$ cat config.mk
export PLATFORM = sky130hd
export DESIGN_NAME = alu_op_scheduler
export DESIGN_NICKNAME = d
export VERILOG_FILES = /design/src/rtl/alu_op_scheduler_pkg.sv /design/src/rtl/alu_op_scheduler_rr_arbiter2.sv /design/src/rtl/alu_op_scheduler.sv
export SDC_FILE = /design/constraint.sdc
export NUM_CORES = 1
export LEC_CHECK = 0
export BUFFER_PORTS_ARGS = -buffer_cell sky130_fd_sc_hd__buf_2
export CAP_MARGIN = 20
export CORE_MARGIN = 5
export CORE_UTILIZATION = 45
export CTS_BUF_LIST = sky130_fd_sc_hd__clkbuf_2
export CTS_CLUSTER_DIAMETER = 150
export DETAILED_ROUTE_END_ITERATION = 8
export GPL_ROUTABILITY_DRIVEN = 1
export GPL_TIMING_DRIVEN = 0
export HOLD_SLACK_MARGIN = 0.02
export PLACE_DENSITY = 0.8
export SKIP_LAST_GASP = 1
export SLEW_MARGIN = 20
export SYNTH_ARGS = -nofsm -noshare
export SYNTH_HDL_FRONTEND = slang
export SYNTH_SLANG_ARGS = --single-unit
$ cat constraint.sdc
create_clock -name CLK -period 2 [get_ports CLK]
set_clock_uncertainty 0.05 [all_clocks]
set_input_delay 0.4 -clock CLK [delete_from_list [all_inputs] [get_ports CLK]]
set_output_delay 0.4 -clock CLK [all_outputs]
set_load 0.005 [all_outputs]
$ cat src/rtl/alu_op_scheduler_pkg.sv
// Shared opcode constants, scheduler state encoding and the opcode-to-latency lookup
// for the ALU operation scheduler.
package alu_op_scheduler_pkg;

  localparam logic [2:0] OP_FWD = 3'b000;
  localparam logic [2:0] OP_ADD = 3'b001;
  localparam logic [2:0] OP_AND = 3'b010;
  localparam logic [2:0] OP_OR  = 3'b011;
  localparam logic [2:0] OP_SLL = 3'b100;
  localparam logic [2:0] OP_SRA = 3'b101;
  localparam logic [2:0] OP_ROR = 3'b110;
  localparam logic [2:0] OP_MUL = 3'b111;

  typedef enum logic [1:0] {
    IDLE = 2'b00,
    WAIT = 2'b01,
    RESP = 2'b10
  } sched_state_t;

  function automatic int unsigned op_latency(
    input logic [2:0]  op,
    input int unsigned lat_basic,
    input int unsigned lat_add,
    input int unsigned lat_mult
  );
    case (op)
      OP_ADD:  return lat_add;
      OP_MUL:  return lat_mult;
      default: return lat_basic;
    endcase
  endfunction

endpackage

$ cat src/rtl/alu_op_scheduler_rr_arbiter2.sv
// Two-way round-robin arbiter: a lone requester wins; on contention the port that
// was not served last wins. Purely combinational, one-hot grant.
module rr_arbiter2 (
  input  logic [1:0] req,
  input  logic       last,
  output logic [1:0] grant
);

  always_comb begin
    grant = req;
    if (req == 2'b11) begin
      grant = last ? 2'b01 : 2'b10;
    end
  end

endmodule

$ cat src/rtl/alu_op_scheduler.sv
// Time-shares one 8-bit ALU between two requesters: round-robin grant, operands held
// on the ALU for an opcode-dependent wait, result returned on a valid/ready response.
module alu_op_scheduler
  import alu_op_scheduler_pkg::*;
#(
  parameter int unsigned LAT_BASIC = 1,
  parameter int unsigned LAT_ADD   = 1,
  parameter int unsigned LAT_MULT  = 3,
  parameter int unsigned CNT_W     = 3
) (
  input  logic       CLK,
  input  logic       RESET,
  input  logic       REQ0_VALID,
  output logic       REQ0_READY,
  input  logic [2:0] REQ0_OP,
  input  logic [7:0] REQ0_A,
  input  logic [7:0] REQ0_B,
  input  logic       REQ1_VALID,
  output logic       REQ1_READY,
  input  logic [2:0] REQ1_OP,
  input  logic [7:0] REQ1_A,
  input  logic [7:0] REQ1_B,
  output logic       RSP0_VALID,
  input  logic       RSP0_READY,
  output logic       RSP1_VALID,
  input  logic       RSP1_READY,
  output logic [7:0] RSP_DATA,
  output logic       RSP_ZERO,
  output logic [7:0] ALU_DATA1,
  output logic [7:0] ALU_DATA2,
  output logic [2:0] ALU_SELECT,
  input  logic [7:0] ALU_RESULT,
  input  logic       ALU_ZERO,
  output logic       BUSY
);

  localparam int unsigned LAT_MAX =
    (LAT_MULT > LAT_ADD) ? ((LAT_MULT > LAT_BASIC) ? LAT_MULT : LAT_BASIC)
                         : ((LAT_ADD  > LAT_BASIC) ? LAT_ADD  : LAT_BASIC);

  if (LAT_BASIC == 0 || LAT_ADD == 0 || LAT_MULT == 0 ||
      (LAT_MAX - 1) >= (1 << CNT_W)) begin : g_bad_params
    $error("alu_op_scheduler: LAT_* must be >= 1 and CNT_W must hold max(LAT_*)-1");
  end

  sched_state_t     state;
  logic [1:0]       grant;
  logic             rr_favour;
  logic             last_served;
  logic             owner;
  logic [CNT_W-1:0] cnt;
  logic [CNT_W-1:0] cnt_load;
  logic [2:0]       sel_op;
  logic [7:0]       sel_a;
  logic [7:0]       sel_b;
  logic             owner_ready;
  logic [7:0]       alu_data1_q;
  logic [7:0]       alu_data2_q;
  logic [2:0]       alu_select_q;
  logic [7:0]       rsp_data_q;
  logic             rsp_zero_q;
  logic             rsp0_valid_q;
  logic             rsp1_valid_q;
  logic             busy_q;

  // rr_favour resets to 0 so port 0 wins the first contention after reset.
  assign last_served = ~rr_favour;

  rr_arbiter2 u_arb (
    .req   ({REQ1_VALID, REQ0_VALID}),
    .last  (last_served),
    .grant (grant)
  );

  always_comb begin
    sel_op = REQ0_OP;
    sel_a  = REQ0_A;
    sel_b  = REQ0_B;
    if (grant[1]) begin
      sel_op = REQ1_OP;
      sel_a  = REQ1_A;
      sel_b  = REQ1_B;
    end
  end

  assign cnt_load    = CNT_W'(op_latency(sel_op, LAT_BASIC, LAT_ADD, LAT_MULT) - 1);
  assign owner_ready = owner ? RSP1_READY : RSP0_READY;

  always_ff @(posedge CLK or negedge RESET) begin
    if (!RESET) begin
      state        <= IDLE;
      rr_favour    <= 1'b0;
      owner        <= 1'b0;
      cnt          <= '0;
      alu_data1_q  <= '0;
      alu_data2_q  <= '0;
      alu_select_q <= '0;
      rsp_data_q   <= '0;
      rsp_zero_q   <= 1'b0;
      rsp0_valid_q <= 1'b0;
      rsp1_valid_q <= 1'b0;
      busy_q       <= 1'b0;
    end else begin
      case (state)
        IDLE: begin
          if (|grant) begin
            alu_select_q <= sel_op;
            alu_data1_q  <= sel_a;
            alu_data2_q  <= sel_b;
            owner        <= grant[1];
            rr_favour    <= grant[0];
            cnt          <= cnt_load;
            busy_q       <= 1'b1;
            state        <= WAIT;
          end
        end
        WAIT: begin
          if (cnt == '0) begin
            rsp_data_q   <= ALU_RESULT;
            // The ALU only refreshes ZERO on add; elsewhere it is stale.
            rsp_zero_q   <= (alu_select_q == OP_ADD) && ALU_ZERO;
            rsp0_valid_q <= ~owner;
            rsp1_valid_q <= owner;
            state        <= RESP;
          end else begin
            cnt <= cnt - CNT_W'(1);
          end
        end
        RESP: begin
          if (owner_ready) begin
            rsp0_valid_q <= 1'b0;
            rsp1_valid_q <= 1'b0;
            busy_q       <= 1'b0;
            state        <= IDLE;
          end
        end
        default: state <= IDLE;
      endcase
    end
  end

  // Reset gating keeps READY low while RESET is held even if a requester is valid.
  assign REQ0_READY = RESET && (state == IDLE) && grant[0];
  assign REQ1_READY = RESET && (state == IDLE) && grant[1];
  assign RSP0_VALID = rsp0_valid_q;
  assign RSP1_VALID = rsp1_valid_q;
  assign RSP_DATA   = rsp_data_q;
  assign RSP_ZERO   = rsp_zero_q;
  assign ALU_DATA1  = alu_data1_q;
  assign ALU_DATA2  = alu_data2_q;
  assign ALU_SELECT = alu_select_q;
  assign BUSY       = busy_q;

endmodule

**Yosys cells after proc, flatten, opt, wreduce, memory -nomap -nowiden**

Index checks and enable logic that the tools add are counted.

- Muxes and demuxes: 21
- Add/sub/neg operators: 2
- Reduce and logical (&&, ||, !) cells: 16
- Bitwise gates (word level): 1
- Equal/unequal tests: 9

Operators with widths:

| kind | count |
|---|---|
| 8-bit 2-to-1 mux | 2 |
| 2-bit 2-to-1 mux | 6 |
| 3-bit AND reduction | 4 |
| 3-bit 2-to-1 mux | 3 |
| 2-bit inequality test, second input constant | 4 |
| 1-bit case mux with 2 select lines | 3 |
| 2-bit case mux with 3 select lines | 1 |
| 3-bit case mux with 2 select lines | 1 |
| 2-bit nonzero test | 3 |
| 3-bit by 1-bit subtractor with 3-bit output, second input constant | 2 |
| 1-bit 2-to-1 mux | 5 |
| 2-bit == test, second input constant | 2 |
| 1-bit logical AND | 4 |
| 2-bit AND reduction | 2 |
| 3-bit by 1-bit == test with 1-bit output, second input constant | 1 |
| 3-bit == test, second input constant | 1 |
| 3-bit logical NOT | 1 |
| 2-bit by 1-bit == test with 1-bit output, second input constant | 1 |
| 2-bit logical NOT | 1 |
| 2-bit OR reduction | 1 |
| 1-bit NOT | 1 |

- Output and inout port bits: 33
- Input port bits: 53
- Register bits: 38
- Word-level logic and storage cells: 61

**Depth between registers and ports, before layout**

Gate-level depths: netlist of run 1.

- Depth after elaboration: 8
- Depth in mapped cells: 8
- Depth with buffers taken out: 7

**Cells and area by module**

A second synthesis of run 1 with hierarchy kept.

- Cells, all modules: 162
- Area total of the unflattened synthesis: 1,836.8 µm²

By module, submodules not included:

| module | cells each | seq. area each (µm²) | area each (µm²) | times used |
|---|---|---|---|---|
| alu_op_scheduler | 159 | 950.9 | 1,818.0 | 1 |
| rr_arbiter2 | 3 | 0.0 | 18.8 | 1 |

**Worst setup path after synthesis of run 1**

OpenSTA, ideal clock, no wires.

- Path kind: input-to-reg
- From: input REQ1_VALID
- To: register cnt[2]
- Path buffers: 1
- Slack: 259 ps
- Stages on the path: 8
- Data arrival time: 1,552 ps
- Data required time: 1,811 ps
- Setup time: 139 ps
- Path through: buf_2 > inv_1 > nor3_1 > o31ai_1 > ha_1 > inv_1 > a2111oi_1 > xor2_1

- Word-level cells in the longest chain between the ends: 8
- Elaborated cells between the ends (all ways): 11
- Those cells by class: 1 x add/sub; 3 x eq/ne; 5 x mux; 2 x reduce/logical

Ends and longest elaborated chain:

| what | line | RTL |
|---|---|---|
| from (decl) | alu_op_scheduler.sv:18 | `input logic REQ1_VALID,` |
| 2-bit == test | alu_op_scheduler_rr_arbiter2.sv:11 | `if (req == 2'b11) begin` |
| 2-bit 2-to-1 mux (*) | alu_op_scheduler_rr_arbiter2.sv:11 |  |
| 3-bit 2-to-1 mux | alu_op_scheduler.sv:79 | `if (grant[1]) begin` |
| 3-bit == test | alu_op_scheduler_pkg.sv:26 | `case (op)` |
| 2-bit 2-to-1 mux | alu_op_scheduler_pkg.sv:26 |  |
| 3-bit by 1-bit subtractor with 3-bit output | alu_op_scheduler.sv:86 | `assign cnt_load = CNT_W'(op_latency(sel_op, LAT_BASIC, LAT_ADD, LAT_MULT) - 1);` |
| 3-bit 2-to-1 mux | alu_op_scheduler.sv:106 | `if (\|grant) begin` |
| 3-bit case mux with 2 select lines | alu_op_scheduler.sv:104 | `case (state)` |
| to (signal assigned) | alu_op_scheduler.sv:112 | `cnt <= cnt_load;` |
| to (signal assigned) | alu_op_scheduler.sv:126 | `cnt <= cnt - CNT_W'(1);` |
| to (decl) | alu_op_scheduler.sv:51 | `logic [CNT_W-1:0] cnt;` |

Mark *: on every way between the ends. The rest lies on a longest branch, timed or not. The select of a mux whose other input is x is not followed.
A chain may end at the register's enable or synchronous reset.

**Worst setup path after layout of run 1**

- From: register rr_favour
- To: output REQ1_READY

- Word-level cells in the longest chain between the ends: 3

Ends and longest elaborated chain:

| what | line | RTL |
|---|---|---|
| from (decl) | alu_op_scheduler.sv:48 | `logic rr_favour;` |
| from (signal assigned) | alu_op_scheduler.sv:111 | `rr_favour <= grant[0];` |
| 2-bit 2-to-1 mux | alu_op_scheduler_rr_arbiter2.sv:12 | `grant = last ? 2'b01 : 2'b10;` |
| 2-bit 2-to-1 mux | alu_op_scheduler_rr_arbiter2.sv:11 |  |
| 1-bit logical AND | alu_op_scheduler.sv:144 | `assign REQ1_READY = RESET && (state == IDLE) && grant[1];` |
| to (decl) | alu_op_scheduler.sv:19 | `output logic REQ1_READY,` |

No other way between the ends.

==> impl_metrics.json, run 1 <==
{
  "cts_tree": "yes",
  "grt_pass1_vias": 1862,
  "fp.dieH_um": 74.6,
  "final_layout_size_suffix_gt1_share_pct": 42.1,
  "synth_edf_count": 0,
  "met2_usage_pct": 33.1,
  "design_area_sq_um": 2540,
  "core_area_sq_um": 4030,
  "dp_hpwl_mm": 3.78,
  "routedWlPerCell_um": 16.1,
  "gp_congestion": 0.824,
  "synth_seq_cells": 38,
  "dr.pass1.iters": 4,
  "clock_latency_ns": 0.39,
  "htree_num_levels": 2,
  "netlist_area_sq_um": 1880,
  "path_cells": "nor2b_1, clkbuf_4, nor3_1, buf_2",
  "setup_violations": 0,
  "io_buffers": 84,
  "min_period_over_period_pct": 98.2,
  "syn_nets": 241,
  "grt_usage_pct": 20.4,
  "dpl_cell_area_sq_um": 2360,
  "worstHoldEndpoint": "RSP_DATA[5]",
  "p_switching_w": 0.00135,
  "cts_root_buffer": "clkbuf_2",
  "synthTopCellsByCount": "dfrtp_1, a21oi_1, nand3_1, o21ai_0, a31oi_1",
  "worstSetupStartpointType": "flip-flop",
  "rsz0062_at_grt": "yes",
  "clk_pin_slew_ns": 0.21,
  "drv_cap": 0,
  "pwr-share-comb_pct": 46.8,
  "fmax_ghz": 0.509,
  "start_util_pct": 46.6,
  "worst-endpoint-arrival_ns": 1.51,
  "antenna_found_initial": 0,
  "syn2layout_area_growth_pct": 35.1,
  "grt_busiest_layer": "met2",
  "syn_inst": 187,
  "cts_buffers": 5,
  "yosysSeqAreaShare_pct": 50.6,
  "p_clk_share_pct": 16.0,
  "clockBufferDepth": 2,
  "cts_sinks": 38,
  "period_needed_ns": 1.96,
  "synth_top_area_share_pct": 50.6,
  "antenna_cells": 0,
  "ant_nets": 0,
  "hold_slack_ns": 0.178,
  "post-synth-top-count-cell": "dfrtp_1",
  "grt_max_degree": 39,
  "slew_violations": 0,
  "leakagePower_nw": 1.21,
  "synth_top_area_cell": "dfrtp_1",
  "r2r-end": "cnt[2]",
  "num_io_pins": 86,
  "dieArea_sq_um": 5570,
  "ir_drop_mv": 0.633,
  "drc": 0,
  "yosysUniqueCellTypes": 35,
  "die_w_um": 74.6,
  "netlist_top_cells_area": "dfrtp_1, a31oi_1, mux2_4, a21oi_1, nand3_1",
  "cp_data_required_time_ns": 1.55,
  "ys_warn_count": 0,
  "met1_usage_pct": 27.0,
  "hp-start": "ALU_RESULT[5]",
  "intPower_w": 0.00237,
  "crit_slowest_cell": "dfrtp_1",
  "cp_num_buf_inv": 2,
  "netSwitchingFraction_pct": 36.2,
  "status": "complete, no violations",
  "drt-total-wl_mm": 5.39,
  "reg2reg_slack_ns": 0.11,
  "finalHoldViolCount": 0,
  "ff2ff_path_depth": 7,
  "power_frac_seq_pct": 37.3,
  "worst_pin_slew_ns": 0.519,
  "end_kind": "primary output",
  "viasPerCell": 5.50,
  "slowest_delay_ns": 0.47,
  "vias": 1841,
  "gr-usage-met3_pct": 6.14,
  "avgSynthCellArea_sq_um": 10.0,
  "num_rows": 23,
  "hp-class": "input port to flip-flop",
  "gr-total-overflow": 0,
  "holdPathStages": 2,
  "dr.first_iter.drc_count": 123,
  "layout.nets": 338,
  "synth-main-ff-cell": "dfrtp_1",
  "grt_pass1_wl_mm": 8.67,
  "crit_fanout": 10,
  "crit_type": "flip-flop to primary output",
  "async_flop_share_pct": 100,
  "relSlewSlack_pct": 65.4,
  "r2r_start": "state[1]",
  "cp_top_family": "flip-flops",
  "powerDensity_nw_per_um2": 1460
}
cell usage in the layout, fill, tap and decap left out, types with 2 or more instances in the layout:
| cell type | Yosys | layout |
|---|---|---|
| nand2_1 | 7 | 6 |
| clkbuf_2 | 0 | 5 |
| nor2b_1 | 2 | 2 |
| mux2_2 | 2 | 2 |
| bufinv_16 | 0 | 2 |
| a21oi_1 | 21 | 21 |
| a31oi_1 | 20 | 20 |
| o21ai_0 | 21 | 21 |
| dfrtp_1 | 38 | 38 |
| nor3_1 | 3 | 3 |
| buf_6 | 2 | 3 |
| nand2_2 | 1 | 2 |
| a32o_1 | 2 | 2 |
| buf_2 | 5 | 87 |
| mux2_4 | 8 | 8 |
| inv_1 | 4 | 4 |
| buf_4 | 0 | 5 |
| clkbuf_1 | 10 | 9 |
| nand3_1 | 21 | 21 |
power groups by stage:
| stage | Combinational [W] | Clock (W) | Sequential, W |
|---|---|---|---|
| detailed placement | 0.00165 | 0 | 0.00140 |
| CTS | 0.00174 | 0.000603 | 0.00139 |
| global route | 0.00193 | 0.000643 | 0.00143 |
| finish | 0.00174 | 0.000594 | 0.00138 |
| global placement | 0.00159 | 0 | 0.00139 |
| floorplan | 0.00100 | 0 | 0.00141 |
final cells by class:
class                   instances  area, sq um
plain buffers                  17         95.1
flip-flops and latches         38          951
clock inverters                 3         63.8
fillers                       359         1490
inverters                       4         15.0
well taps                      50         62.6
multi-input cells             128          843
repair buffers                 90          483
clock buffers                   5         25.0
worst reg2reg max path, stage by stage, from the launching register on:
cell	delay, ns
dfrtp_1	0.42
buf_6	0.13
buf_4	0.13
nor3b_4	0.34
ha_1	0.21
inv_1	0.05
a2111oi_2	0.34
xor2_1	0.18
cells by family after synthesis:
| group | Yosys count | synth area share [%] |
|---|---|---|
| AO/OA/AOI/OAI | 72 | 22.4 |
| AND/OR/NAND/NOR | 43 | 12.5 |
| flip-flops | 38 | 50.6 |
| buffers and inverters | 21 | 5.33 |
| multiplexers | 11 | 8.12 |
| XOR/XNOR | 1 | 0.466 |
| adder cells (fa/ha/maj) | 1 | 0.666 |
registers in the layout, indices dropped and copies added, names as in the netlist, 2 cells and up:
register,cells
ALU_DATA1,8
ALU_DATA2,8
ALU_SELECT,3
RSP_DATA,8
cnt,3
state,2
per-stage QoR:
stage          utilization [%]  instances  setup WS (ns)  total power (W)   TNS, ns
6_report                  63.0        335         0.0350          0.00372         0
5_1_grt                   63.0        335        -0.0840          0.00401   -0.0840
3_5_place_dp              58.6        321        -0.0765          0.00305    -0.105
4_1_cts                   62.8        335        0.00957          0.00373         0
3_3_place_gp              58.6        321       -0.00427          0.00298  -0.00427
2_1_floorplan                -        187          0.259          0.00241         0
worst max-delay path by stage:
stage                     cells past startpoint          to  slack [ns]  startpoint
after floorplan                               8      cnt[2]        0.26  REQ1_VALID
after global placement                        4  REQ1_READY      -0.004       RESET
after detailed placement                      8      cnt[2]       -0.08  REQ0_VALID
after CTS                                     4  REQ1_READY        0.01   rr_favour
after global routing                          4  REQ1_READY       -0.08   rr_favour
final                                         4  REQ1_READY        0.04   rr_favour
routing by layer:
| metal | wire length (um) | part of all wire (%) | up-vias |
|---|---|---|---|
| met5 | 0 | 0 | - |
| met4 | 30 | 0.56 | 0 |
| met3 | 452 | 8.4 | 3 |
| met2 | 2600 | 48 | 82 |
| met1 | 2310 | 43 | 873 |
| li1 | - | - | 883 |
what timing repair did:
action / in CTS / in global routing
endpoints found under the hold margin: 38 / 0
gates resized for setup: 6 / 4
hold buffers: 2 / 0
setup endpoints to repair: 2 / 3
setup buffers: 4 / 0
pin swaps: 2 / 0
Note: power is estimated with default switching activity, not from simulation.
==> run 2, diff against run 1 <==
CELL_PAD_IN_SITES_DETAIL_PLACEMENT = 1   (was unset)
CELL_PAD_IN_SITES_GLOBAL_PLACEMENT = 2   (was unset)
CORE_UTILIZATION = 28   (was 45)
PLACE_DENSITY = 0.85   (was 0.8)
==> run 2 against run 1 <==
Sequential power about the same. Final cell count grew 8.7%. Power decreased by 5.0%. Global-route usage decreased by 5.6 points. Critical endpoint unchanged.
==> impl_metrics.json, run 2 (synthesis results as in run 1) <==
{
  "status": "complete, no violations",
  "ir_drop_mv": 0.389,
  "antenna_found_initial": 0,
  "cts_tree": "yes",
  "end_kind": "primary output",
  "htree_num_levels": 2,
  "grt_usage_pct": 14.8,
  "num_rows": 29,
  "hp-class": "input port to flip-flop",
  "dp.cells": 348,
  "fp.dieH_um": 91.9,
  "dpl_cell_area_sq_um": 2400,
  "dieArea_sq_um": 8450,
  "antenna_cells": 0,
  "routedWlPerCell_um": 17.1,
  "cts_root_buffer": "clkbuf_2",
  "clockBufferDepth": 2,
  "setup_violations": 0,
  "powerDensity_nw_per_um2": 1390,
  "clock_latency_ns": 0.40,
  "r2r_start": "rr_favour",
  "hold_slack_ns": 0.169,
  "slew_violations": 0,
  "dr.pass1.iters": 4,
  "final_layout_size_suffix_gt1_share_pct": 43.2,
  "crit_type": "flip-flop to primary output",
  "clk_pin_slew_ns": 0.21,
  "worst-endpoint-arrival_ns": 1.45,
  "io_buffers": 84,
  "cts_buffers": 5,
  "crit_fanout": 10,
  "leakagePower_nw": 1.20,
  "layout.nets": 340,
  "top_layer": "met4",
  "final_cell_mix": "buf_2, dfrtp_1, nand3_1, a21oi_1, o21ai_0",
  "dp_hpwl_mm": 4.44,
  "grt_pass1_vias": 2007,
  "viasPerCell": 5.09,
  "cts_sinks": 38,
  "fin_cells": 364,
  "drt-total-wl_mm": 6.21,
  "dr.first_iter.drc_count": 54,
  "core_area_sq_um": 6420,
  "wl_met1_mm": 2.88,
  "vias": 1854,
  "num_io_pins": 86,
  "die_w_um": 91.9,
  "relSlewSlack_pct": 64.1,
  "cp-startpoint": "rr_favour",
  "worstSetupStartpointType": "flip-flop",
  "tns_ns": 0,
  "period_needed_ns": 1.90,
  "grt_max_degree": 39,
  "finalHoldViolCount": 0,
  "syn2layout_area_growth_pct": 35.3,
  "fmax_ghz": 0.527,
  "drv_cap": 0,
  "worst_pin_slew_ns": 0.539,
  "start_util_pct": 29.3,
  "design_area_sq_um": 2540,
  "gp_congestion": 0.719,
  "dr_wl_met3_um": 353,
  "grt_pass1_wl_mm": 10.1,
  "mostFrequentLayoutCell": "buf_2",
  "min_period_over_period_pct": 94.8,
  "drc": 0,
  "cp_data_required_time_ns": 1.55,
  "gr-total-overflow": 0,
  "hp-start": "ALU_RESULT[4]",
  "wl_met2_mm": 2.94,
  "ant_nets": 0
}
run 2: cell count changes in the layout (fill, tap and decap cells not counted):
| cell | change |
|---|---|
| nor3_1 | -1 |
| dfrtp_1 | -1 |
| nor2b_1 | -1 |
| nor2b_2 | +1 |
| buf_4 | +3 |
| nor2_2 | -1 |
| clkinv_2 | +1 |
| bufinv_16 | -2 |
| nor3_2 | +1 |
| buf_6 | -1 |
| clkinvlp_4 | +1 |
| nor2_1 | +1 |
| dfrtp_2 | +1 |
run 2: final cells by class:
type | instances | area, sq um
fill | 782 | 3880
sequential | 38 | 952
multi-input combinational | 128 | 848
timing repair buffer | 93 | 505
tap | 77 | 96.3
buffer | 16 | 83.8
clock buffer | 5 | 25.0
clock inverter | 3 | 16.3
inverter | 4 | 15.0
run 2: metrics by stage:
stage / setup WS, ns / utilization [%] / total power [W]
CTS: -0.0542 / 39.0 / 0.00353
global route: -0.00360 / 39.6 / 0.00383
global placement: -0.0965 / 37.3 / 0.00304
floorplan: 0.259 / - / 0.00241
detailed placement: -0.207 / 37.3 / 0.00310
finish: 0.104 / 39.6 / 0.00353
run 2: worst paths after layout:
kind	slack (ns)	to	cells past startpoint
worst max-delay path	0.10	REQ1_READY	4
worst min-delay path	0.17	RSP_DATA[4]	2
worst max register to register	0.11	cnt[2]	7
worst min register to register	0.45	BUSY	1
max in group asynchronous	1.22	state[0]	3
min in group asynchronous	0.45	owner	3
run 2: per-layer routing:
layer	global-route usage [%]	vias up
li1	-	882
met1	19.7	910
met2	23.9	58
met3	4.50	4
met4	2.97	0
met5	0	-
run 2: power by group:
group / total (W) / switching [W] / leakage [nW] / internal (W)
Clock: 0.000349 / 0.000269 / 0.0264 / 0.0000798
Combinational: 0.00179 / 0.000875 / 0.735 / 0.000913
Sequential: 0.00139 / 0.000240 / 0.436 / 0.00115
Total: 0.00353 / 0.00138 / 1.20 / 0.00215
run 2: critical path, cell delays in order (launching register included):
cell and delay [ns]:
dfrtp_1 0.47, nor2b_2 0.16, clkbuf_4 0.22, nor3_2 0.05
buf_2 0.14
run 2: repair_timing:
action	4_1_cts	5_1_grt
pin swaps	1	3
buffers inserted	2	5
resized for setup	7	5
hold buffers	2	0
hold endpoints to repair	38	0
endpoints found under the setup margin	3	3
